<file path="src/rtl/mac_tx_retry_ctrl_pkg.sv">
// Shared types and default constants for the half-duplex transmit retry controller.
package mac_tx_retry_ctrl_pkg;

    typedef enum logic [1:0] {
        StIdle,
        StXmit,
        StJam,
        StBackoff
    } tx_state_e;

    localparam int unsigned DefMaxAttempts  = 16;
    localparam int unsigned DefBackoffLimit = 10;
    localparam int unsigned DefSlotCycles   = 512;
    localparam int unsigned DefJamCycles    = 32;

    localparam logic [15:0] DefLfsrSeed = 16'hACE1;
    // Galois feedback mask for x^16 + x^14 + x^13 + x^11 + 1 (right-shifting form).
    localparam logic [15:0] Lfsr16Taps  = 16'hB400;

endpackage

</file>
<file path="src/rtl/mac_tx_retry_ctrl_lfsr16.sv">
// Seeded 16-bit Galois LFSR with advance enable; exposes the low OutW bits.
module lfsr16
    import mac_tx_retry_ctrl_pkg::*;
#(
    parameter logic [15:0] SEED = DefLfsrSeed,
    parameter int unsigned OutW = 16
) (
    input  logic            clk,
    input  logic            rst,
    input  logic            en_i,
    output logic [OutW-1:0] lfsr_o
);

    logic [15:0] lfsr_q, lfsr_d;

    // Shift right and fold the feedback taps in when the outgoing bit is set.
    always_comb begin
        lfsr_d = lfsr_q;
        if (en_i) begin
            lfsr_d = {1'b0, lfsr_q[15:1]} ^ (lfsr_q[0] ? Lfsr16Taps : 16'h0000);
        end
    end

    // State register; seed must be nonzero so the sequence never locks up.
    always_ff @(posedge clk or posedge rst) begin
        if (rst) begin
            lfsr_q <= SEED;
        end else begin
            lfsr_q <= lfsr_d;
        end
    end

    assign lfsr_o = lfsr_q[OutW-1:0];

endmodule

</file>
<file path="src/rtl/mac_tx_retry_ctrl.sv">
// Half-duplex transmit retry controller: jam, truncated binary exponential backoff and
// replay sequencing around the transmit replay buffer.
module mac_tx_retry_ctrl
    import mac_tx_retry_ctrl_pkg::*;
#(
    parameter int unsigned MAX_ATTEMPTS  = DefMaxAttempts,
    parameter int unsigned BACKOFF_LIMIT = DefBackoffLimit,
    parameter int unsigned SLOT_CYCLES   = DefSlotCycles,
    parameter int unsigned JAM_CYCLES    = DefJamCycles,
    parameter logic [15:0] LFSR_SEED     = DefLfsrSeed,
    localparam int unsigned AttW         = $clog2(MAX_ATTEMPTS + 1)
) (
    input  logic            clk,
    input  logic            rst,
    input  logic            tx_start,
    input  logic            tx_end,
    input  logic            collision,
    input  logic            replayable,
    output logic            replay,
    output logic            done,
    output logic            gate,
    output logic            jam,
    output logic            drop,
    output logic            late_collision,
    output logic [AttW-1:0] attempts
);

    localparam int unsigned JamW = (JAM_CYCLES > 1) ? $clog2(JAM_CYCLES) : 1;
    localparam int unsigned CycW = (SLOT_CYCLES > 1) ? $clog2(SLOT_CYCLES) : 1;
    localparam int unsigned SlotW = BACKOFF_LIMIT;

    localparam logic [AttW-1:0]  AttMax  = AttW'(MAX_ATTEMPTS);
    localparam logic [JamW-1:0]  JamLast = JamW'(JAM_CYCLES - 1);
    localparam logic [CycW-1:0]  CycLast = CycW'(SLOT_CYCLES - 1);
    localparam logic [SlotW-1:0] SlotOne = SlotW'(1);

    tx_state_e        state_q, state_d;
    logic [AttW-1:0]  attempts_q, attempts_d;
    logic             abort_q, abort_d;
    logic [JamW-1:0]  jam_cnt_q, jam_cnt_d;
    logic [SlotW-1:0] slot_q, slot_d;
    logic [CycW-1:0]  cyc_q, cyc_d;

    logic replay_q, replay_d;
    logic done_q, done_d;
    logic gate_q, gate_d;
    logic jam_q, jam_d;
    logic drop_q, drop_d;
    logic late_q, late_d;

    logic [SlotW-1:0] lfsr_low;
    logic [SlotW-1:0] bo_mask;
    logic [SlotW-1:0] bo_r;
    logic             jam_last;
    logic             bo_last;
    logic             can_retry;

    lfsr16 #(
        .SEED (LFSR_SEED),
        .OutW (SlotW)
    ) u_lfsr (
        .clk    (clk),
        .rst    (rst),
        .en_i   (1'b1),
        .lfsr_o (lfsr_low)
    );

    // Backoff mask keeps k = min(attempts, BACKOFF_LIMIT) low bits of the LFSR.
    always_comb begin
        bo_mask = '0;
        for (int i = 0; i < int'(SlotW); i++) begin
            bo_mask[i] = (int'(attempts_q) > i);
        end
    end

    assign bo_r      = lfsr_low & bo_mask;
    assign jam_last  = (state_q == StJam) && (jam_cnt_q == JamLast);
    // r == 0 still spends one cycle in backoff; otherwise exit after r full slots.
    assign bo_last   = (slot_q == '0) || ((slot_q == SlotOne) && (cyc_q == CycLast));
    assign can_retry = !abort_q && (attempts_q != AttMax);

    // State and counter registers.
    always_ff @(posedge clk or posedge rst) begin
        if (rst) begin
            state_q    <= StIdle;
            attempts_q <= '0;
            abort_q    <= 1'b0;
            jam_cnt_q  <= '0;
            slot_q     <= '0;
            cyc_q      <= '0;
        end else begin
            state_q    <= state_d;
            attempts_q <= attempts_d;
            abort_q    <= abort_d;
            jam_cnt_q  <= jam_cnt_d;
            slot_q     <= slot_d;
            cyc_q      <= cyc_d;
        end
    end

    // Next-state and counter update.
    always_comb begin
        state_d    = state_q;
        attempts_d = attempts_q;
        abort_d    = abort_q;
        jam_cnt_d  = jam_cnt_q;
        slot_d     = slot_q;
        cyc_d      = cyc_q;
        unique case (state_q)
            StIdle: begin
                if (tx_start) begin
                    state_d    = StXmit;
                    attempts_d = '0;
                end
            end
            StXmit: begin
                // Collision wins over a coincident tx_end.
                if (collision) begin
                    state_d   = StJam;
                    jam_cnt_d = '0;
                    if (replayable) begin
                        abort_d = 1'b0;
                        if (attempts_q != AttMax) begin
                            attempts_d = attempts_q + AttW'(1);
                        end
                    end else begin
                        abort_d = 1'b1;
                    end
                end else if (tx_end) begin
                    state_d = StIdle;
                end
            end
            StJam: begin
                jam_cnt_d = jam_cnt_q + JamW'(1);
                if (jam_last) begin
                    if (can_retry && replayable) begin
                        state_d = StBackoff;
                        slot_d  = bo_r;
                        cyc_d   = '0;
                    end else begin
                        state_d = StIdle;
                    end
                end
            end
            StBackoff: begin
                if (bo_last) begin
                    state_d = StXmit;
                end else if (cyc_q == CycLast) begin
                    cyc_d  = '0;
                    slot_d = slot_q - SlotOne;
                end else begin
                    cyc_d = cyc_q + CycW'(1);
                end
            end
            default: state_d = StIdle;
        endcase
    end

    // Next values of the registered outputs; pulses come from the transition being taken.
    always_comb begin
        replay_d = 1'b0;
        done_d   = 1'b0;
        drop_d   = 1'b0;
        late_d   = 1'b0;
        unique case (state_q)
            StXmit: begin
                if (collision) begin
                    late_d = !replayable;
                end else if (tx_end) begin
                    done_d = 1'b1;
                end
            end
            StJam: begin
                if (jam_last) begin
                    if (!can_retry) begin
                        drop_d = 1'b1;
                        done_d = 1'b1;
                    end else if (!replayable) begin
                        late_d = 1'b1;
                        drop_d = 1'b1;
                        done_d = 1'b1;
                    end else begin
                        replay_d = 1'b1;
                    end
                end
            end
            default: ;
        endcase
        gate_d = (state_d == StJam) || (state_d == StBackoff);
        jam_d  = (state_d == StJam);
    end

    // Output registers.
    always_ff @(posedge clk or posedge rst) begin
        if (rst) begin
            replay_q <= 1'b0;
            done_q   <= 1'b0;
            gate_q   <= 1'b0;
            jam_q    <= 1'b0;
            drop_q   <= 1'b0;
            late_q   <= 1'b0;
        end else begin
            replay_q <= replay_d;
            done_q   <= done_d;
            gate_q   <= gate_d;
            jam_q    <= jam_d;
            drop_q   <= drop_d;
            late_q   <= late_d;
        end
    end

    assign replay         = replay_q;
    assign done           = done_q;
    assign gate           = gate_q;
    assign jam            = jam_q;
    assign drop           = drop_q;
    assign late_collision = late_q;
    assign attempts       = attempts_q;

endmodule

</file>
<file path="config.mk">
export PLATFORM = sky130hd
export DESIGN_NAME = mac_tx_retry_ctrl
export DESIGN_NICKNAME = d
export VERILOG_FILES = /design/src/rtl/mac_tx_retry_ctrl_pkg.sv /design/src/rtl/mac_tx_retry_ctrl_lfsr16.sv /design/src/rtl/mac_tx_retry_ctrl.sv
export SDC_FILE = /design/constraint.sdc
export NUM_CORES = 1
export LEC_CHECK = 0
export ABC_AREA = 0
export CAP_MARGIN = 20
export CORE_MARGIN = 2
export CORE_UTILIZATION = 39
export DETAILED_ROUTE_END_ITERATION = 7
export PLACE_DENSITY_LB_ADDON = 0.25
export SLEW_MARGIN = 30
export SYNTH_ARGS = -nofsm -noshare
export SYNTH_HDL_FRONTEND = slang
export SYNTH_SLANG_ARGS = --single-unit
</file>
<file path="constraint.sdc">
create_clock -name clk -period 4 [get_ports clk]
set_clock_uncertainty 0.2 [all_clocks]
set_input_delay 1.2 -clock clk [delete_from_list [all_inputs] [get_ports clk]]
set_output_delay 1.2 -clock clk [all_outputs]
set_load 0.1 [all_outputs]
</file>
Word level (Yosys, flattened, before mapping)
Cells that the tools add are included.

Order comparisons: 10. Multiplexer cells: 40. Reductions and logical operators: 18. $add $sub $neg: 4. Equal/unequal tests: 17. Bitwise operators: 2.

Operator list (number): 10-bit two-way mux (4); 9-bit two-way mux (4); 5-bit two-way mux (5); 5-bit by 3-bit greater-than comparator with 1-bit output (second input constant) (4); 10-bit one-hot mux with 2 select lines (1); 5-bit one-hot mux with 2 select lines (2); 9-bit one-hot mux with 2 select lines (1); 16-bit two-way mux (1); 15-bit by 16-bit XOR with 16-bit output (1); 2-bit != test (second input constant) (7); 1-bit two-way mux (13); 2-bit two-way mux (6); 5-bit by 1-bit adder with 5-bit output (second input constant) (2); 10-bit AND (1); 10-bit by 1-bit equality test with 1-bit output (second input constant) (1); 5-bit by 1-bit greater-than comparator with 1-bit output (second input constant) (2); 5-bit by 2-bit greater-than comparator with 1-bit output (second input constant) (2); 5-bit by 4-bit greater-than comparator with 1-bit output (second input constant) (2); 10-bit zero test (1); 5-bit AND reduction (2); 10-bit by 1-bit subtractor with 10-bit output (second input constant) (1); 9-bit by 1-bit adder with 9-bit output (second input constant) (1); 9-bit equality test (second input constant) (1); 2-bit equality test (second input constant) (4); 13 further kinds (22).

Register bits after elaboration: 54. Word-level logic and storage cells: 104. Output and inout port bits: 11. Bits of input ports: 6.

Logic depth before layout (Yosys ltp)
Gate-level depths: netlist (run 1).

Depth in word-level cells: 8. Depth in mapped cells: 12. Mapped depth without buffers: 10.

Hierarchy
A second synthesis (run 1) with hierarchy kept.

Cell total of the unflattened synthesis: 330. Area, all modules: 3266.9 sq um.

Modules (own cells, without submodules): mac_tx_retry_ctrl (instances 1, area an instance 2532.4 sq um, cells each 279, seq. area each 925.9 sq um); lfsr16 (instances 1, area an instance 734.5 sq um, cells each 51, seq. area each 410.4 sq um).

Worst setup path after synthesis (run 1)
OpenSTA, ideal clock, no wires.

Kind: flip-flop to flip-flop. Start: register attempts_q[0] (netlist: attempts[0]). End: register slot_q[5]. Path slack: 1158 ps. Buffers on the path: 0. Clock period less this slack: 2842 ps. Required time: 3679 ps. Data arrival time: 2521 ps. Library setup time: 121 ps. Cell stages (with the launch flop): 8. Cell sequence: dfrtp_1 -> inv_1 -> ha_1 -> nand4bb_4 -> a32oi_2 -> a211oi_1 -> o21ai_1 -> a22o_1.

Word-level cells in the longest chain between the ends: 5. Elaborated cells between the ends (all ways): 10. Classes of those cells: order compare: 1; eq/ne: 2; mux: 3; bitwise: 1; reduce/logical: 3.

Ends and longest elaborated chain: start, declared (line mac_tx_retry_ctrl.sv:38) `logic [AttW-1:0] attempts_q, attempts_d;`; start signal, assigned (line mac_tx_retry_ctrl.sv:93) `attempts_q <= attempts_d;`; 5-bit by 3-bit greater-than comparator with 1-bit output or 5-bit != test (tied branches) (line mac_tx_retry_ctrl.sv:72, mac_tx_retry_ctrl.sv:80); 10-bit AND or 1-bit logical AND (tied branches) (line mac_tx_retry_ctrl.sv:76, mac_tx_retry_ctrl.sv:80); 10-bit two-way mux or 1-bit logical AND (tied branches) (line mac_tx_retry_ctrl.sv:136) `if (can_retry && replayable) begin`; 10-bit two-way mux or 2-bit by 1-bit != test with 1-bit output (tied branches); 10-bit one-hot mux with 2 select lines or 5-bit AND reduction (tied branches); end signal, assigned (line mac_tx_retry_ctrl.sv:96) `slot_q <= slot_d;`; end, declared (line mac_tx_retry_ctrl.sv:41) `logic [SlotW-1:0] slot_q, slot_d;`.

Several ways; a longest one is shown, not always the timed one. The select of a mux whose other input is x is not followed. A chain may end at the register's enable or synchronous reset.

Worst setup path after layout (run 1)
Start: register cyc_q[0]. End: register cyc_q[7].

Word-level cells in the longest chain between the ends: 5. Elaborated cells between the ends (all ways): 9. Classes of those cells: add/sub: 1; eq/ne: 2; mux: 3; reduce/logical: 3.

Ends and longest elaborated chain: start, declared (line mac_tx_retry_ctrl.sv:42) `logic [CycW-1:0] cyc_q, cyc_d;`; start signal, assigned (line mac_tx_retry_ctrl.sv:97) `cyc_q <= cyc_d;`; branches (longest 5 deep; another with 9-bit by 1-bit adder with 9-bit output).

Parallel ways; which one is timed is not known. The select of a mux whose other input is x is not followed.

==> results of run 1 <==
[cell families after synthesis]
kind of cell / count (synthesis)
buf+inv: 23
xor+xnor: 5
mux: 1
simple gates: 99
compound gates: 88
flops: 53
fa+ha+maj: 15
[worst reg2reg max path, delay by kind of cell, from the launching register on]
family | cells | cell delay [ns]
AND/OR/NAND/NOR | 6 | 1.52
flip-flops | 1 | 0.43
AO/OA/AOI/OAI | 2 | 0.61
adder cells (fa/ha/maj) | 2 | 0.56
[layout make-up]
type | count | share of cell area (%)
Clock buffer | 7 | 2.78
Sequential cell | 53 | 43.0
Timing Repair Buffer | 18 | 5.16
Clock inverter | 1 | 0.967
Inverter | 15 | 1.81
Multi-Input combinational cell | 208 | 42.4
Tap cell | 96 | 3.87
[flip-flops by register name (all words and copies together), names as in the netlist]
name	flops
abort_q	1
attempts	5
cyc_q	9
done	1
drop	1
gate	1
jam	1
jam_cnt_q	5
late_collision	1
replay	1
slot_q	10
state_q	1
u_lfsr.lfsr_q	16
[metrics by stage]
step,cells,total power [mW]
final,398,1.70
after global routing,398,1.83
after CTS,398,1.71
after detailed placement,390,1.33
after global placement,390,1.33
after floorplan,284,1.18
[where the power goes]
group          switching [mW]  internal [mW]
registers              0.0767          0.598
clock network           0.170          0.204
logic                   0.454          0.194
total                   0.700          0.996
[layer usage]
layer	GRT usage, %	wire length, um
met1	23.1	2790
met2	26.9	2800
met3	3.20	237
met4	4.27	26
met5	0	0
[path summary, 6_finish.rpt]
path	to	depth (start not counted)
worst min register to register	u_lfsr.lfsr_q[11]	0
worst max-delay path	cyc_q[7]	10
worst max register to register	cyc_q[7]	10
min in group asynchronous	slot_q[6]	2
max in group asynchronous	u_lfsr.lfsr_q[15]	3
worst min-delay path	u_lfsr.lfsr_q[11]	0
[cells in the final DEF (no fill, tap or decap), types with 2 or more instances in the layout]
| master | instances |
|---|---|
| sky130_fd_sc_hd__a2111oi_0 | 3 |
| sky130_fd_sc_hd__ha_1 | 15 |
| sky130_fd_sc_hd__buf_4 | 12 |
| sky130_fd_sc_hd__nor2_1 | 23 |
| sky130_fd_sc_hd__nand3_1 | 10 |
| sky130_fd_sc_hd__o31ai_1 | 4 |
| sky130_fd_sc_hd__or4_1 | 2 |
| sky130_fd_sc_hd__a41oi_1 | 2 |
| sky130_fd_sc_hd__o22a_1 | 3 |
| sky130_fd_sc_hd__a21oi_1 | 15 |
| sky130_fd_sc_hd__a22o_1 | 3 |
| sky130_fd_sc_hd__and3_1 | 9 |
| sky130_fd_sc_hd__clkdlybuf4s50_1 | 5 |
| sky130_fd_sc_hd__dfstp_2 | 8 |
| sky130_fd_sc_hd__nor3_1 | 9 |
| sky130_fd_sc_hd__nand2_1 | 29 |
| sky130_fd_sc_hd__clkbuf_8 | 6 |
| sky130_fd_sc_hd__a31oi_1 | 8 |
| sky130_fd_sc_hd__a211oi_1 | 2 |
| sky130_fd_sc_hd__nand2b_1 | 10 |
| sky130_fd_sc_hd__dfrtp_1 | 45 |
| sky130_fd_sc_hd__a21o_1 | 2 |
| sky130_fd_sc_hd__inv_1 | 14 |
| sky130_fd_sc_hd__xnor2_1 | 2 |
| sky130_fd_sc_hd__xor2_1 | 3 |
| sky130_fd_sc_hd__o21ai_0 | 33 |
==> summary by stage, run 1 <==
Final layout
The area growth from synthesis to layout is 12.6%. The post-route netlist has between 10% and 20% of its cells at a drive strength greater than 1. The area of all placed cells without fillers is 3110 sq um. The fill cell total of the finished layout is approximately 670. Summing all flip-flop and latch instances after layout gives 1340 sq um. The final core utilization is about 45%. In the final design database the tool counted 322 nets. The number of diodes is 0. Summing all multi-input logic gate instances after layout gives about 1300 sq um.

STA
The final worst setup slack is 0.618 ns. For the finished layout, the period the worst path requires is ~3.4 ns. The number of hold violations in the final report is 0.

Of the available clock period, the critical path in the final layout requires 84.6%. Setup repair after global routing left no endpoint under its margin. The final setup TNS is 0 ns. In this run the tightest slew margin relative to its limit is approximately 45%. The worst-case hold slack is about 0.17 ns. The slew at the pin with the worst max-slew slack is 0.821 ns. The count of endpoints failing setup in the final report is 0. Static timing analysis puts the maximum clock frequency at approximately 0.3 GHz. The final count of pins violating max slew is 0.

Global routing
The global-route wire length before repair is ~10,000 um. The total grt overflow is 0. Entering global routing, the biggest net connects 28 pins. The initial antenna violation count was 0. The via count of the first global-routing pass is a little over 2,000. The overall routing resource usage is between 15 and 20%.

Logic synthesis
Ranked by total cell area, the synthesized netlist is headed by sky130_fd_sc_hd__dfrtp_1, sky130_fd_sc_hd__dfstp_2, sky130_fd_sc_hd__ha_1, sky130_fd_sc_hd__o21ai_0, sky130_fd_sc_hd__nand2_1. For this run, the register share of the synthesized area comes to around half. Among all cell types in the netlist, the one instantiated most often is sky130_fd_sc_hd__dfrtp_1.

The synthesized flop and latch total is 53. After synthesis the cells add up to approximately 2800 sq um. A synthesized cell averages between 9 and 10 sq um. The cell count after synthesis is approximately 280. Yosys mapped a number of flops with a built-in enable equal to 0. The most used flip-flop cell after synthesis is sky130_fd_sc_hd__dfrtp_1. After synthesis, the most frequently instantiated cells are sky130_fd_sc_hd__dfrtp_1, sky130_fd_sc_hd__o21ai_0, sky130_fd_sc_hd__nand2_1. For this run, the number of Yosys warnings is 0.

The simple-gate portion of the synthesized area is a little under a fifth. The number of distinct standard cells referenced by the synthesized netlist is 48. The mux cell area share after synthesis is 0.363%. The area share of the leading cell type in the synthesized netlist is roughly two fifths. Summing the areas of all xor and xnor instances in the mapped netlist gives around 1.6% of the synthesized area.

The adder and majority gate portion of the synthesized area is under 10%. sky130_fd_sc_hd__dfrtp_1 takes more of the synthesized area than any other cell. Synthesis produced a netlist with a net count of about 310. In the synthesized netlist the async set-or-reset flop fraction comes to between 90% and 100%. By area, the combinational part of the netlist is dominated by compound AO/OA/AOI/OAI gates.

The synthesized netlist devotes 20.5% of its cell area to compound gates.

Critical path
The arrival time at the worst endpoint is 3.42 ns. STA classifies the critical path startpoint as a flop. The slowest stage of the critical path belongs to the cell sky130_fd_sc_hd__or4_1. Counting both buffers and inverters, the worst setup path holds a total of 0. Among cell families on the critical path, the largest total delay comes from simple AND/OR/NAND/NOR gates. The worst-case register-to-register setup slack is approximately 0.62 ns.

The signal on the critical path passes through ha_1 -> and3_1 -> and3_1 -> and3_1 -> ha_1 -> a21oi_1 -> and4b_1 -> a21o_1 -> or4_1 -> nand3_1. The worst stage delay on the critical path is ~0.57 ns. The most critical setup path has its startpoint at cyc_q[0].

Of all nets on the critical path, the largest fanout is 20. By startpoint and endpoint, the worst setup path is classified as flop to flop. The kind of end point of the critical path is a flop. At the worst endpoint, the required time is about 4 ns. The worst register-to-register path begins at cyc_q[0]. The most prevalent standard cell on the critical path is sky130_fd_sc_hd__and3_1.

Clocking
The number of sinks driven by the clock tree is 53. The clock-pin transition on the worst setup and hold timing paths is around 0.09 ns. The insertion delay to the later sink of the worst-skew pair is 0.30 ns.

In this run, post-CTS hold repair placed 0 buffers. Gates resized during post-CTS repair numbered 0. The clock tree synthesis step divided the H-tree into 2 levels.

The CTS tree is yes. The clock passes through at most 2 buffers. The number of CTS-inserted buffers is 5. In this run the post-CTS setup repair buffer count came out at 0. The clock root buffer master is sky130_fd_sc_hd__clkbuf_8.

Route
After detailed routing, the total wire length is around 5900 um. The first detailed-routing pass ran for 4 iterations. Detailed routing inserted a total of between 2,000 and 2,500 vias. Dividing the detail-routed via count by the number of cells gives about 5.4. In the routed design, unresolved DRC markers number 0.

The routed wire length per instance is ~15 um. The first routing iteration left 192 violations. Once detail routing completed, the nets flagged for antenna violations numbered 0.

Placement
In this run the cell area measured after placement is between 2000 and 3000 sq um. Summed over all nets, the half-perimeter wirelength after detailed placement is roughly 4200 um. The post-placement setup slack is 0.642 ns. The final estimated routing congestion in global placement is 0.839.

The number of port buffers is 16.

Power
Summed over all cells, the static leakage comes to between 1 and 1.5 nW. Across the VDD grid, the largest voltage drop is between 0.3 and 0.4 mV. For this design the ratio of total power to cell area is 546 nW/um^2.

Floorplan
Once the floorplan was initialized, standard cells occupied 40.4% of the core. The floorplan step set the die height to just under 90 um. The number of cell rows is 30. The total die area is between 7000 and 8000 sq um. In this run the count of I/O pins placed on the die edge is 17. In this run the horizontal extent of the chip is slightly below 90 um. In this run the standard cell core region covers ~6800 sq um.

Min path
In this run the worst hold path is classified as flop to flop. The startpoint identified for the worst hold timing path is u_lfsr.lfsr_q[12].

Job
The total of max-cap violations is 0.

Run status
The run finished with clean final reports.
Note: power is estimated with default switching activity, not from simulation.
==> run 2: changes to the inputs <==
==> constraint.sdc (replaced) <==
create_clock -name clk -period 3.2 [get_ports clk]
set_clock_uncertainty 0.2 [all_clocks]
set_input_delay 0.96 -clock clk [delete_from_list [all_inputs] [get_ports clk]]
set_output_delay 0.96 -clock clk [all_outputs]
set_load 0.1 [all_outputs]
==> run 2 against run 1 <==
Compared with the run above: sequential power is 25% higher; worst setup slack worse by 0.44 ns; fmax is 12% higher; routed wire length is 0.34% higher; power is 21% higher; combinational power is 27% higher; sequential share of layout area is 0.10 points lower; clock power is 3% higher; count of clock-buffer cells in the layout is 1 higher; cell area is 0.24% higher; core utilization is 0.11 points higher; largest power group unchanged; highest routed layer unchanged.
==> summary by stage, run 2 (synthesis gave the netlist of run 1 again) <==
Clocking
The insertion delay to the later sink of the worst-skew pair is 0.31 ns (about the same). The total of cells resized after clock tree synthesis is 0 (unchanged). The root buffer cell chosen for the clock tree is sky130_fd_sc_hd__clkbuf_8.

The depth of the CTS H-tree is 2 (unchanged). The number of CTS-inserted buffers is 5 (unchanged). The number of sinks driven by the clock tree is 53 (unchanged). The number of buffers on the longest clock path is 2 (unchanged).

TritonCTS built the clock tree. The clock-pin transition on the worst setup and hold timing paths came to 0.09 ns (about the same). The number of buffers inserted by hold repair at cts was 0 (unchanged).

The setup fix buffers added after clock tree synthesis came to 0 (unchanged).

Min path
The path with the worst hold slack has its endpoint at u_lfsr.lfsr_q[11]. The min-delay analysis places its worst path in the category flop to flop. The startpoint of the tightest hold check path is u_lfsr.lfsr_q[12]. The cell count of the worst hold path is 0 (unchanged).

Final layout
The largest registers in the layout are u_lfsr.lfsr_q x16, slot_q x10, cyc_q x9. The share of layout cells above drive strength 1 is 11.8% (+1.2 points). The net total in the final layout is 326 (+1.2%). The library cell used most frequently in the layout, excluding fill and tap cells, is sky130_fd_sc_hd__dfrtp_1.

The fill cell total of the finished layout came to 683 (+2.1%). In the layout the commonest cells are sky130_fd_sc_hd__dfrtp_1, sky130_fd_sc_hd__o21ai_0, sky130_fd_sc_hd__nand2_1. The final cell count without fillers is 402 (+1.0%). The number of diodes was 0 (unchanged). The final core utilization came to 45.6% (+0.11 points). The layout overhead on the synthesized area is 12.9%. The number of flip-flops under the largest register name is 16 (unchanged).

The register with the highest flop count is u_lfsr.lfsr_q.

Floorplan
The number of cell rows is 30 (unchanged). The starting density of the core was 40.4% (unchanged). The y dimension of the die is 88.1 um (unchanged). The floorplan die width is 88.1 um (unchanged). The total die area is 7760 sq um (unchanged). The core outline area is 6830 sq um (unchanged).

The number of placed I/O pins is 17 (unchanged).

Power
The maximum VDD drop is 0.399 mV (+25%). The fraction of power consumed by the clock network is 18.8% (-3.2 points). The internal power is 1.18 mW (+18%). The overall power is 2.05 mW (+21%). The areal power density over the cells came to 659 nW/um^2 (+21%). The proportion of power drawn by combinational gates is 40.1% (+1.9 points). The net switching share of the total power is 42.8% (+1.5 points). The switching power total is 0.878 mW (+25%). The part of the total power dissipated in sequential elements came to 41.1% (+1.3 points).

The leakage power was 1.42 nW (+0.41%).

Route
The detailed router used layers up to and including met4. The post-detailed-route DRC marker count was 0 (unchanged). The routed wire length per instance was 14.6 um (-0.66%). The met1 wire length was 2940 um (+5.1%). The total iterations of the first detailed-routing run is 4 (unchanged). The detail-routed via count per cell was 5.30 (-2.6%). The total wire length was 5880 um (+0.34%).

The count of nets left with antenna violations after detail routing is 0 (unchanged). The overall via count from detail_route is 2,132 (-1.6%). The detailed router's first-iteration violation count came to 216 (+13%). The met2 wire length is 2660 um (-4.8%).

The routed length on met3 came to 214 um (-9.7%).

Global routing
The total grt overflow is 0 (unchanged). The overall routing resource usage came to 16.4% (-0.18 points). The initial antenna violation count came to 0 (unchanged). The global-route wire length before repair was 9960 um (-0.83%).

The largest net degree at the start of global routing was 30 (+7.1%). The via count of the first global-routing pass came to 2,093 (+0.72%).

Critical path
The worst-case register-to-register setup slack is 0.17 ns (-0.44 ns). The required time reported for the critical path endpoint is 3.24 ns (-0.80 ns). The cell depth of the worst flop-to-flop path is 10 (unchanged). The largest fanout on the critical path is 8 (-60%). The worst setup path is of the flop to flop kind. The arrival time at the worst endpoint came to 3.07 ns (-0.35 ns). The worst flop-to-flop path endpoint is cyc_q[7].

The worst setup path is captured at a flop. STA classifies the critical path startpoint as a flop. The startpoint of the lowest-slack register-to-register path is cyc_q[0].

Run status
The run finished with clean final reports.

STA
The worst slew margin relative to its limit is 62.2% (+17 points). The fmax is 0.330 GHz (+12%). The final setup TNS was 0 ns (unchanged). Setup repair after global routing left no endpoint under its margin.

The final count of pins violating max slew is 0 (unchanged). The number of hold violations in the final report is 0 (unchanged). The count of endpoints failing setup in the final report is 0 (unchanged). The final critical path time including I/O delays and setup is 3.03 ns (-0.356 ns). The final critical-path share of the clock period is 94.6% (+10 points). The slew at the pin with the worst max-slew slack is 0.566 ns (-0.256 ns).

Placement
The number of placed cells counting well taps is 394 (+1.0%). The number of port buffers is 16 (unchanged). The final estimated routing congestion in global placement came to 0.894 (+6.6%).

The placed wire-length estimate is 4160 um (-1.3%).

Job
The total of max-cap violations is 0 (unchanged).
## run 2: changes by cell type in the layout (fill, tap and decap cells not counted)
cell	change
sky130_fd_sc_hd__clkbuf_1	+1
sky130_fd_sc_hd__a21oi_1	-1
sky130_fd_sc_hd__bufinv_16	-1
sky130_fd_sc_hd__buf_4	+4
sky130_fd_sc_hd__a21oi_2	+1
## run 2: stage by stage
| stage | cell area, sq um | hold WS [ns] | setup WS (ns) |
|---|---|---|---|
| after floorplan | 2760 | 0.133 | 0.358 |
| after global placement | 3020 | 0.147 | 0.286 |
| after detailed placement | 3020 | 0.143 | 0.219 |
| after CTS | 3110 | 0.162 | 0.174 |
| after global routing | 3110 | 0.182 | 0.0289 |
| final | 3110 | 0.157 | 0.174 |
## run 2: layer usage
layer	vias up	GRT usage [%]
met5	-	0
met4	0	4.55
met3	7	3.30
met2	42	25.9
met1	1017	23.2
li1	1066	-
## run 2: worst max path at each step
stage,startpoint,endpoint,slack (ns),cells past startpoint
3_3_place_gp,replayable,jam,0.29,5
5_1_grt,cyc_q[0],cyc_q[3],0.03,11
3_5_place_dp,cyc_q[0],cyc_q[3],0.22,10
6_report,cyc_q[0],cyc_q[7],0.17,10
4_1_cts,cyc_q[0],cyc_q[3],0.17,10
2_1_floorplan,attempts[0],slot_q[5],0.36,7
## run 2: layout make-up
type                    instances  area, sq um  share of cell area [%]
clock buffers                   8         90.1                    2.89
inverters                      15         56.3                    1.81
multi-input cells             208         1320                    42.4
flip-flops and latches         53         1340                    42.9
well taps                      96          120                    3.86
repair buffers                 22          190                    6.11
## run 2: power by group through the flow
stage / combinational [mW] / sequential, mW / clock (mW)
floorplan: 0.481 / 0.989 / 0
global placement: 0.825 / 0.853 / 0
detailed placement: 0.817 / 0.854 / 0
CTS: 0.822 / 0.842 / 0.404
global route: 0.915 / 0.860 / 0.427
finish: 0.823 / 0.844 / 0.387
## run 2: worst max-delay path, stage by stage (launching register included)
cell	delay [ns]
sky130_fd_sc_hd__dfrtp_1	0.42
sky130_fd_sc_hd__ha_1	0.24
sky130_fd_sc_hd__and3_1	0.21
sky130_fd_sc_hd__and3_1	0.21
sky130_fd_sc_hd__and3_1	0.20
sky130_fd_sc_hd__ha_1	0.19
sky130_fd_sc_hd__a21oi_1	0.12
sky130_fd_sc_hd__and4b_1	0.27
sky130_fd_sc_hd__a21o_1	0.30
sky130_fd_sc_hd__or4_1	0.53
sky130_fd_sc_hd__nand3_1	0.09
